## src/rtl/risc_pkg.sv

```systemverilog
// Shared widths and opcode encodings for the RISC datapath and its ALU.
package risc_pkg;
  localparam int DWIDTH = 8;
  localparam int AWIDTH = 5;
  localparam int OPW    = 3;

  localparam logic [OPW-1:0] OP_HLT = 3'd0;
  localparam logic [OPW-1:0] OP_SKZ = 3'd1;
  localparam logic [OPW-1:0] OP_ADD = 3'd2;
  localparam logic [OPW-1:0] OP_AND = 3'd3;
  localparam logic [OPW-1:0] OP_XOR = 3'd4;
  localparam logic [OPW-1:0] OP_LDA = 3'd5;
  localparam logic [OPW-1:0] OP_STO = 3'd6;
  localparam logic [OPW-1:0] OP_JMP = 3'd7;
endpackage

```

## src/rtl/risc_alu.sv

```systemverilog
// Combinational ALU: result of opcode applied to accumulator (a) and memory data (b).
module risc_alu
  import risc_pkg::*;
#(
  parameter int DW = DWIDTH,
  parameter int OW = OPW
) (
  input  logic [OW-1:0] opcode,
  input  logic [DW-1:0] a,
  input  logic [DW-1:0] b,
  output logic [DW-1:0] result
);

  // Non-arithmetic opcodes pass the accumulator through; sums drop the carry.
  always_comb begin
    result = a;
    case (opcode)
      OP_ADD:  result = a + b;
      OP_AND:  result = a & b;
      OP_XOR:  result = a ^ b;
      OP_LDA:  result = b;
      default: result = a;
    endcase
  end

endmodule

```

## src/rtl/risc_datapath.sv

```systemverilog
// RISC datapath: IR/AC/PC registers, ALU and memory interface driven by controller strobes.
// Optional sticky protocol checker enabled by defining RISC_DP_PROTOCOL_CHECK_EN.
module risc_datapath
  import risc_pkg::*;
(
  input  logic              clk,
  input  logic              rst_,
  input  logic              rd,
  input  logic              wr,
  input  logic              ld_ir,
  input  logic              ld_ac,
  input  logic              ld_pc,
  input  logic              inc_pc,
  input  logic              halt,
  input  logic              data_e,
  input  logic              sel,
  input  logic [DWIDTH-1:0] mem_rdata,
  output logic [AWIDTH-1:0] mem_addr,
  output logic [DWIDTH-1:0] mem_wdata,
  output logic              mem_we,
  output logic [OPW-1:0]    opcode,
  output logic              zero,
  output logic [AWIDTH-1:0] pc,
  output logic [DWIDTH-1:0] ac,
  output logic              proto_err
);

  logic [DWIDTH-1:0] ir;
  logic [DWIDTH-1:0] alu_result;
  logic [AWIDTH-1:0] operand;

  assign opcode  = ir[DWIDTH-1 -: OPW];
  assign operand = ir[AWIDTH-1:0];

  risc_alu #(.DW(DWIDTH), .OW(OPW)) u_alu (
    .opcode (opcode),
    .a      (ac),
    .b      (mem_rdata),
    .result (alu_result)
  );

  // ALU sees the pre-edge opcode, so ld_ir and ld_ac together behave sequentially.
  always_ff @(posedge clk or posedge rst_) begin
    if (rst_) begin
      ir <= '0;
      ac <= '0;
      pc <= '0;
    end else if (!halt) begin
      if (ld_ir && rd) ir <= mem_rdata;
      if (ld_ac)       ac <= alu_result;
      if (ld_pc)       pc <= operand;
      else if (inc_pc) pc <= pc + {{(AWIDTH-1){1'b0}}, 1'b1};
    end
  end

  assign zero      = (ac == '0);
  assign mem_addr  = sel ? pc : operand;
  assign mem_wdata = data_e ? ac : '0;
  assign mem_we    = wr & data_e;

`ifdef RISC_DP_PROTOCOL_CHECK_EN
  logic proto_hit;
  logic proto_err_q;

  assign proto_hit = (rd & wr) | (wr & ~data_e) | (ld_ir & ~rd) | (ld_pc & inc_pc & ~halt);

  always_ff @(posedge clk or posedge rst_) begin
    if (rst_)           proto_err_q <= 1'b0;
    else if (proto_hit) proto_err_q <= 1'b1;
  end

  assign proto_err = proto_err_q;
`else
  assign proto_err = 1'b0;
`endif

endmodule

```

## config.mk

```make
export PLATFORM = sky130hd
export DESIGN_NAME = risc_datapath
export DESIGN_NICKNAME = d
export VERILOG_FILES = /design/src/rtl/risc_pkg.sv /design/src/rtl/risc_alu.sv /design/src/rtl/risc_datapath.sv
export SDC_FILE = /design/constraint.sdc
export NUM_CORES = 1
export LEC_CHECK = 0
export ABC_AREA = 1
export CAP_MARGIN = 25
export CORE_MARGIN = 4
export CORE_UTILIZATION = 48
export CTS_BUF_LIST = sky130_fd_sc_hd__clkbuf_4 sky130_fd_sc_hd__clkbuf_8
export DETAILED_ROUTE_END_ITERATION = 12
export GPL_TIMING_DRIVEN = 0
export HOLD_SLACK_MARGIN = 0.05
export PLACE_DENSITY_LB_ADDON = 0.08
export SETUP_SLACK_MARGIN = 0.4
export SLEW_MARGIN = 25
export SYNTH_ARGS = -nofsm -noshare
export SYNTH_HDL_FRONTEND = slang
export SYNTH_SLANG_ARGS = --single-unit
```

## constraint.sdc

```tcl
create_clock -name clk -period 1.7 [get_ports clk]
set_input_delay 0.425 -clock clk [delete_from_list [all_inputs] [get_ports clk]]
set_output_delay 0.425 -clock clk [all_outputs]
set_load 0.05 [all_outputs]
```

==> key figures, run 1 <==
Timing
  • Worst endpoint pin kind: top-level output
  • Worst endpoint after global-route timing repair: zero

Logic synthesis
  • Number of synthesis warnings: 0
  • Post-synth cell types: 34
  • Synthesized area per cell: 6.71 um2
  • Flops & latches, synth: 21
  • Netlist area before placement: approximately 1600 um2
  • Number of nets in the synthesized netlist: between 200 and 300
  • Fraction of the yosys area taken by sequential cells: roughly 32%
  • Synthesized netlist cell count: 243

Clock network
  • Clock root cell: clkbuf_4
  • Buffer levels on the longest clock path: 2
  • Sinks on Clock Net: 21
  • Number of clock buffers inserted by TritonCTS: 3
  • Number of hold buffers added after cts: 0
  • H-Tree Level Count: 1

Status
  • Tool error: [ERROR DPL-0038] Utilization greater than 100%, impossible to legalize
  • Run status: stopped before the end
  • Stop stage: global routing

Die
  • Initial Utilization: 51.7%
  • Total number of placement rows: 20
  • Count of pins on the block boundary: 51
  • Width of the die: 66.3 um
  • Die extent in y: 66.3 um

Global route
  • Largest net degree at the start of global routing: 22

Placed design
  • Number of placed instances, taps included: around 330
  • GP Congestion: 0.942
  • Quantity of I/O buffers inserted on ports: 47
  • Post-DP HPWL: 3.71 mm
  • Area after DPL: 2470 um2
-- cells in the mapped netlist --
library cell	number	area, um2
a41oi_1	1	8.76
a31oi_1	1	6.26
xor2_1	2	17.5
o21ai_2	1	8.76
nor4_1	2	12.5
inv_2	4	15.0
o21ai_1	2	10.0
nor3_1	1	5.00
o2111ai_1	2	17.5
inv_4	1	6.26
o22ai_1	1	6.26
nor2_2	1	6.26
nand2_2	2	12.5
dfrtp_1	21	526
or2_1	1	6.26
ha_1	9	113
o21ai_0	18	90.1
and2_1	1	6.26
nand3_1	18	90.1
or2_2	1	6.26
clkbuf_1	3	11.3
nand3b_1	1	7.51
nand2_1	66	248
inv_1	36	135
buf_2	1	5.00
nand3_4	1	17.5
nor2_1	18	67.6
fa_1	1	20.0
nand3_2	1	10.0
a21oi_1	18	90.1
a211oi_1	1	7.51
buf_4	4	30.0
conb_1	1	3.75
o211ai_1	1	7.51
-- cells by family after synthesis --
kind of cell	Yosys count	share of synthesized area [%]
buffers and inverters	49	12.4
xor gates and xnor gates	2	1.07
and+or+nand+nor	114	30.4
DFF	21	32.2
AOI/OAI and AO/OA	46	15.5
other	1	0.230
adders and majority gates	10	8.14
-- timing repair --
action	in CTS
pin swaps	10
hold endpoints to repair	0
cloned	1
gates resized for setup	284
setup endpoints to repair	51
setup buffers	26
-- through the flow --
step,util [%],setup slack [ns],TNS (ns),hold slack [ns]
floorplan,-,0.0426,0,0.401
global placement,78.5,-0.553,-6.60,0.470
detailed placement,78.5,-0.554,-6.98,0.478
CTS,93.8,-0.143,-0.152,0.530
==> run 2: changes to the inputs <==
--- a/config.mk
+++ b/config.mk
@@ -8,13 +8,10 @@
 export ABC_AREA = 1
 export CAP_MARGIN = 25
 export CORE_MARGIN = 4
-export CORE_UTILIZATION = 48
-export CTS_BUF_LIST = sky130_fd_sc_hd__clkbuf_4 sky130_fd_sc_hd__clkbuf_8
+export CORE_UTILIZATION = 40
 export DETAILED_ROUTE_END_ITERATION = 12
 export GPL_TIMING_DRIVEN = 0
-export HOLD_SLACK_MARGIN = 0.05
-export PLACE_DENSITY_LB_ADDON = 0.08
-export SETUP_SLACK_MARGIN = 0.4
+export PLACE_DENSITY_LB_ADDON = 0.15
 export SLEW_MARGIN = 25
 export SYNTH_ARGS = -nofsm -noshare
 export SYNTH_HDL_FRONTEND = slang
==> run 2 against run 1 <==
The flow now finishes, with violations (setup timing). Synthesized area unchanged. Synthesized cell count unchanged.
==> key figures, run 2 <==
Status
  • Run status: finished with violations
  • Failing checks: setup timing

Route
  • Routed wire per std cell: roughly 13 um
  • Detailed router's first-iteration violation count: 86
  • Number of DRC violations after detailed routing: 0
  • Detailed Route WL: 4.40 mm
  • Antenna viol nets, final: 0
  • Drt first pass iters: 4
  • Vias: 1710
  • Per-cell via count in the routed design: ~5.0

Logic synthesis
  • Yosys top cell by area: dfrtp_1
  • Flops & latches, synth: 21 (unchanged)
  • Dominant cells by area after synthesis: dfrtp_1 (32%), nand2_1 (15%), inv_1 (8.3%)
  • Fraction of the yosys area taken by sequential cells: 32.2% (unchanged)
  • Post-synth cell types: 34 (unchanged)
  • Synthesized netlist cell count: 243 (unchanged)
  • Number of synthesis warnings: 0 (unchanged)
  • Most numerous cell in the Yosys netlist: nand2_1
  • Async set-or-reset flop fraction in the synthesized netlist: 100% (unchanged)
  • Number of nets in the synthesized netlist: 272 (unchanged)
  • List of most frequent post-synthesis cells: nand2_1 (66), inv_1 (36), dfrtp_1 (21)
  • Fraction of synthesized cell area taken by the top area cell type: 32.2% (unchanged)
  • Netlist area before placement: 1630 um2 (unchanged)
  • Top flip-flop cell by instance count after synthesis: dfrtp_1
  • Synthesized area per cell: 6.71 um2 (unchanged)
  • Post-synth EDFFs: 0 (unchanged)

Critical path
  • Endpoint of the worst-slack reg-to-reg timing path: ac[4]
  • Cell type of the slowest stage on the worst timing path: dfrtp_2
  • CP Data Required Time: about 1.3 ns
  • Worst r2r src: ac[0]
  • Origin of the worst setup path: ac[3]
  • Slack of the worst reg-to-reg path: 0 ns
  • CP max FO: 5
  • Crit Path Category: flop to primary output
  • Number of cells on the worst reg-to-reg path: 9
  • Highest cell delay on the worst timing path: 0.45 ns
  • Critical path cell sequence: nor4_2 > and2_2 > buf_6
  • Nature of the critical path startpoint: flop
  • Data arrival time of the worst path: 1.32 ns
  • Type of destination of the critical path: primary output

Timing
  • Setup repair after global routing missed its margin: true
  • Slew of the pin with the lowest slew margin: 0.828 ns
  • Final-layout setup total negative slack: -0.0465 ns
  • Finish-stage setup viols: 2
  • Final critical-path required period: approximately 1.7 ns
  • Highest attainable clock frequency: about 570 MHz
  • Share of the cycle needed by the critical path after routing: 102%
  • Hold violation total from the final report: 0
  • Final setup skew: 0.00398 ns
  • Relative max-transition margin: 44.7%
  • Final setup slack of the worst path: -0.0419 ns
  • Count of final max-slew check failures: 0

Die
  • Die area: 5160 um2
  • Initial Utilization: 42.9% (-8.8 points)
  • Width of the die: 71.8 um (+8.4%)
  • Total number of placement rows: 22 (+10%)
  • Count of pins on the block boundary: 51 (unchanged)
  • Core Footprint: 3800 um2
  • Die extent in y: 71.8 um (+8.4%)

Placed design
  • Post-place setup slack: -0.534 ns (+0.0200 ns)
  • Number of placed instances, taps included: 338 (+1.2%)
  • Area after DPL: 2180 um2 (-12%)
  • Post-DP HPWL: 3.33 mm (-10%)
  • Quantity of I/O buffers inserted on ports: 47 (unchanged)
  • GP Congestion: 0.916 (-2.7%)

Layout
  • Final Core Density: between 60% and 70%
  • Nets: between 300 and 400
  • Post-route cell area: 2320 um2
  • Most frequent standard cell in the layout excluding fill and tap cells: nand2_1
  • Registers with the most flip-flops: ac (8), ir (8), pc (5)
  • Layout cells sized above 1: 21.6%
  • Synthesis-to-layout area growth: 42.5%
  • Top library cells by usage in the layout, fill and taps aside: nand2_1 (65), inv_1 (36), nor2_1 (18)
  • Reg area: 534 um2
  • Antenna diode instance count: 0
  • Final standard cell count with taps included and fillers excluded: 344
  • Layout fillers: 366
  • Area of the multi-input gates: 990 um2

Global route
  • Initial antenna violation count: 0
  • Largest net degree at the start of global routing: 22
  • Via count of the first global-routing pass: 1578
  • GR Util All Layers: between 10% and 20%
  • Global-route congestion overflow total: 0
  • First-pass GRT wire length: 7.03 mm

Clock network
  • H-Tree Level Count: 1 (unchanged)
  • Number of clock buffers inserted by TritonCTS: 3 (unchanged)
  • TritonCTS clock tree: done
  • Number of hold buffers added after cts: 0 (unchanged)
  • Buffer levels on the longest clock path: 2 (unchanged)
  • Worst-skew pair later-pin latency: 0.26 ns
  • Clock transition at the registers of the reported paths: 0.08 ns
  • Clock root cell: clkbuf_8
  • Sinks on Clock Net: 21 (unchanged)

Pwr
  • Cell area power density: around 1500 nW/um2
  • Leakage power: 1.19 nW
  • Max VDD drop: 1.19 mV

Worst hold path
  • Worst hold path startpoint: ir[1]
  • Min-Delay Endpoint: ir[1]
  • Path class of the lowest-slack min-delay path: flop to flop
  • Cells on Worst Hold Path: 2

Flow run
  • Count of max-cap constraint violations: 0
## run 2: cell counts after synthesis
No cell type changed its count.
## run 2: kinds of logic (layout without fill, tap and decap cells)
group                    count (synthesis)  count (layout)  synth area share [%]
AO/OA/AOI/OAI                           46              46                  15.5
adder cells (fa/ha/maj)                 10              10                  8.14
flip-flops                              21              21                  32.2
XOR/XNOR                                 2               2                  1.07
AND/OR/NAND/NOR                        114             114                  30.4
other                                    1               1                 0.230
buffers and inverters                   49             102                  12.4
## run 2: cell type report
type	instances	share of cell area (%)
sequential	21	23.0
timing repair buffer	49	21.0
buffer	8	2.10
tap	48	2.58
clock inverter	1	0.215
multi-input combinational	173	42.6
clock buffer	3	1.78
inverter	41	6.73
## run 2: per-stage QoR
stage                     power [mW]  hold WS [ns]
final                           3.51         0.493
after global routing            3.76         0.524
after CTS                       3.33         0.498
after detailed placement        3.09         0.480
after global placement          3.08         0.474
after floorplan                 2.42         0.401
## run 2: worst max-delay path by stage
stage | end | slack (ns)
global placement | mem_addr[2] | -0.55
global route | ac[4] | -0.13
detailed placement | mem_addr[2] | -0.53
finish | zero | -0.04
floorplan | mem_addr[1] | -0.1
CTS | zero | -0.16
## run 2: report_power, final
group,total (mW),switching [mW],internal (mW)
Sequential,0.893,0.232,0.661
Combinational,2.27,1.49,0.780
Clock,0.340,0.177,0.164
Total,3.51,1.90,1.61
## run 2: routing by layer
metal,share of wire (%),GRT usage [%],wire [um],up-vias
met3,7.5,2.10,328,4
met2,43,25.8,1900,69
met5,0,0,0,-
li1,-,-,-,882
met4,0.61,4.18,27,0
met1,49,24.5,2140,755
## run 2: critical path: cells and delay by family, from the launching register on
kind	cells	cell delay (ns)
flip-flops	1	0.45
buffers and inverters	1	0.15
AND/OR/NAND/NOR	2	0.45
## run 2: repair_timing
action,CTS,global route
resized for setup,79,29
endpoints found under the hold margin,0,0
setup buffers,0,2
cloned,0,0
pin swaps,0,1
endpoints found under the setup margin,35,24
No activity file was read; power rests on OpenSTA's default activity.
==> RTL edit, RTL diff (config.mk and constraints of run 2) <==
Add a define of `RISC_DP_PROTOCOL_CHECK_EN`.
--- a/src/rtl/risc_datapath.sv
+++ b/src/rtl/risc_datapath.sv
@@ -1,5 +1,7 @@
 // RISC datapath: IR/AC/PC registers, ALU and memory interface driven by controller strobes.
 // Optional sticky protocol checker enabled by defining RISC_DP_PROTOCOL_CHECK_EN.
+`define RISC_DP_PROTOCOL_CHECK_EN
+
 module risc_datapath
   import risc_pkg::*;
 (
Formal check against the unedited RTL: not equivalent (Yosys sat finds a counterexample within 4 cycles, from zero or initial values and one cycle with rst_ high).
==> RTL edit against run 2 <==
The run still ends with setup timing left; register-to-register slack improved by 0.04 ns; sequential cell count is 1 higher; count of clock-buffer cells in the layout unchanged; worst setup slack got worse by 0.18 ns; routed wire length up 5.6%; combinational power up 5%; synthesized area is 4.5% higher; cell area up 6.2%; power increased by 9.0%; largest cell class unchanged; highest routed layer unchanged.
==> RTL edit: results (changes against run 2) <==
- The flow ran to the end, but the final reports show violations.
- The checks that failed: setup timing.
- The endpoint of the most critical register-to-register path is ac[6].
- The first-pass GRT wire length is 7617 um (+8.3%).
- The maximum vdd ir drop is 773.5 uV (-35%).
- The startpoint of the worst hold path is proto_err.
- The switching share of total power is 0.5211 (-0.02125).
- The worst slack at placement came to -0.5703 ns (-0.03669 ns).
- The post-cts gate resize count is 85 (+7.6%).
- The maximum number of pins on one net before global-route repair is 23 (+4.5%).
- The final worst hold slack came to 0.4735 ns (-0.01957 ns).
- The cell area after placement came to 0.002318 mm2 (+6.2%).
- The average wire per cell in the routed design came to 13.09 um (+2.3%).
- The distinct cell type count after synthesis is 33 (-2.9%).
- The transition time at the pin with the least slew margin is 0.8764 ns (+0.04800 ns).
- The HPWL after detailed placement is 3596 um (+8.0%).
- The final count of negative-setup-slack endpoints came to 3 (+1).
- The relative area change from synthesis to final layout is 44.97%.
- The arrival time of the worst setup path is 1.50 ns (+0.18 ns).
- The via total after detailed routing is 1744 (+2.0%).
- The first-pass iteration count of the detailed router is 5 (+1).
- The post-placement cell count is 348 (+3.0%).
- The fraction of final layout cells sized beyond drive strength 1 is 0.2590 (+0.04280).
- The number of global-route vias before repair was 1644 (+4.2%).
- The final instance count without filler cells is 355 (+3.2%).
- The synthesized instance count is 250 (+2.9%).
- The port buffer count is 48 (+2.1%).
- The total number of nets in the final design was 335 (+2.8%).
- The maximum clock skew at final layout was 0.006810 ns (+0.002828 ns).
- The count of filler cells inserted in the layout is 376 (+2.7%).
- Counting instances in the post-synthesis netlist gives the leading cell types as 68 x sky130_fd_sc_hd__nand2_1, 36 x sky130_fd_sc_hd__inv_1, 22 x sky130_fd_sc_hd__dfrtp_1.
- The register-to-register path setup slack was 0.04 ns (+0.04 ns).
- The total leakage power is 1.253 nW (+5.4%).
- The number of design-rule violations left by the first detailed-router iteration is 70 (-19%).
- The most critical setup path has its startpoint at ac[4].
- The post-route worst setup slack came to -0.2232 ns (-0.1813 ns).
- The share of the yosys chip area belonging to registers was 0.3233 (+0.0009586).
- The synthesized net count came to 279 (+2.6%).
[RTL edit: cell types whose count changed after synthesis, moves of 2 or more]
cell | run 2 | this run
sky130_fd_sc_hd__o2111ai_1 | 2 | 0
sky130_fd_sc_hd__mux2_2 | 0 | 2
sky130_fd_sc_hd__nand3_1 | 18 | 20
sky130_fd_sc_hd__o21ai_0 | 18 | 14
sky130_fd_sc_hd__o21ai_1 | 2 | 5
sky130_fd_sc_hd__nor3_1 | 1 | 4
sky130_fd_sc_hd__a21oi_2 | 0 | 2
sky130_fd_sc_hd__nand2_1 | 66 | 68
[RTL edit: layout make-up]
cell class | instances | area share
clock buffer | 3 | 0.01673
timing repair buffer | 51 | 0.1961
clock inverter | 1 | 0.01216
multi-input combinational | 179 | 0.4404
sequential | 22 | 0.2271
tap | 50 | 0.02534
buffer | 7 | 0.01723
inverter | 42 | 0.06488
[RTL edit: kinds of logic (layout without fill, tap and decap cells)]
group,Yosys count,after routing,share of synthesized area
buffers and inverters,49,104,0.1176
multiplexers,2,2,0.01322
AO/OA/AOI/OAI,44,44,0.1396
XOR/XNOR,2,2,0.01029
adder cells (fa/ha/maj),10,10,0.07789
AND/OR/NAND/NOR,121,121,0.3182
flip-flops,22,22,0.3233
[RTL edit: power by group through the flow]
stage | Combinational (mW) | Clock [mW] | Sequential, mW
global placement | 2.29 | 0 | 0.922
detailed placement | 2.32 | 0 | 0.922
global route | 2.60 | 0.543 | 0.962
CTS | 2.27 | 0.512 | 0.918
finish | 2.39 | 0.510 | 0.928
floorplan | 1.27 | 0 | 1.28
[RTL edit: routing by layer]
metal / GRT usage / vias up / part of all wire
li1: - / 913 / -
met1: 0.2733 / 779 / 0.50
met2: 0.2721 / 48 / 0.43
met3: 0.02342 / 4 / 0.062
met4: 0.05943 / 0 / 0.011
met5: 0 / - / 0
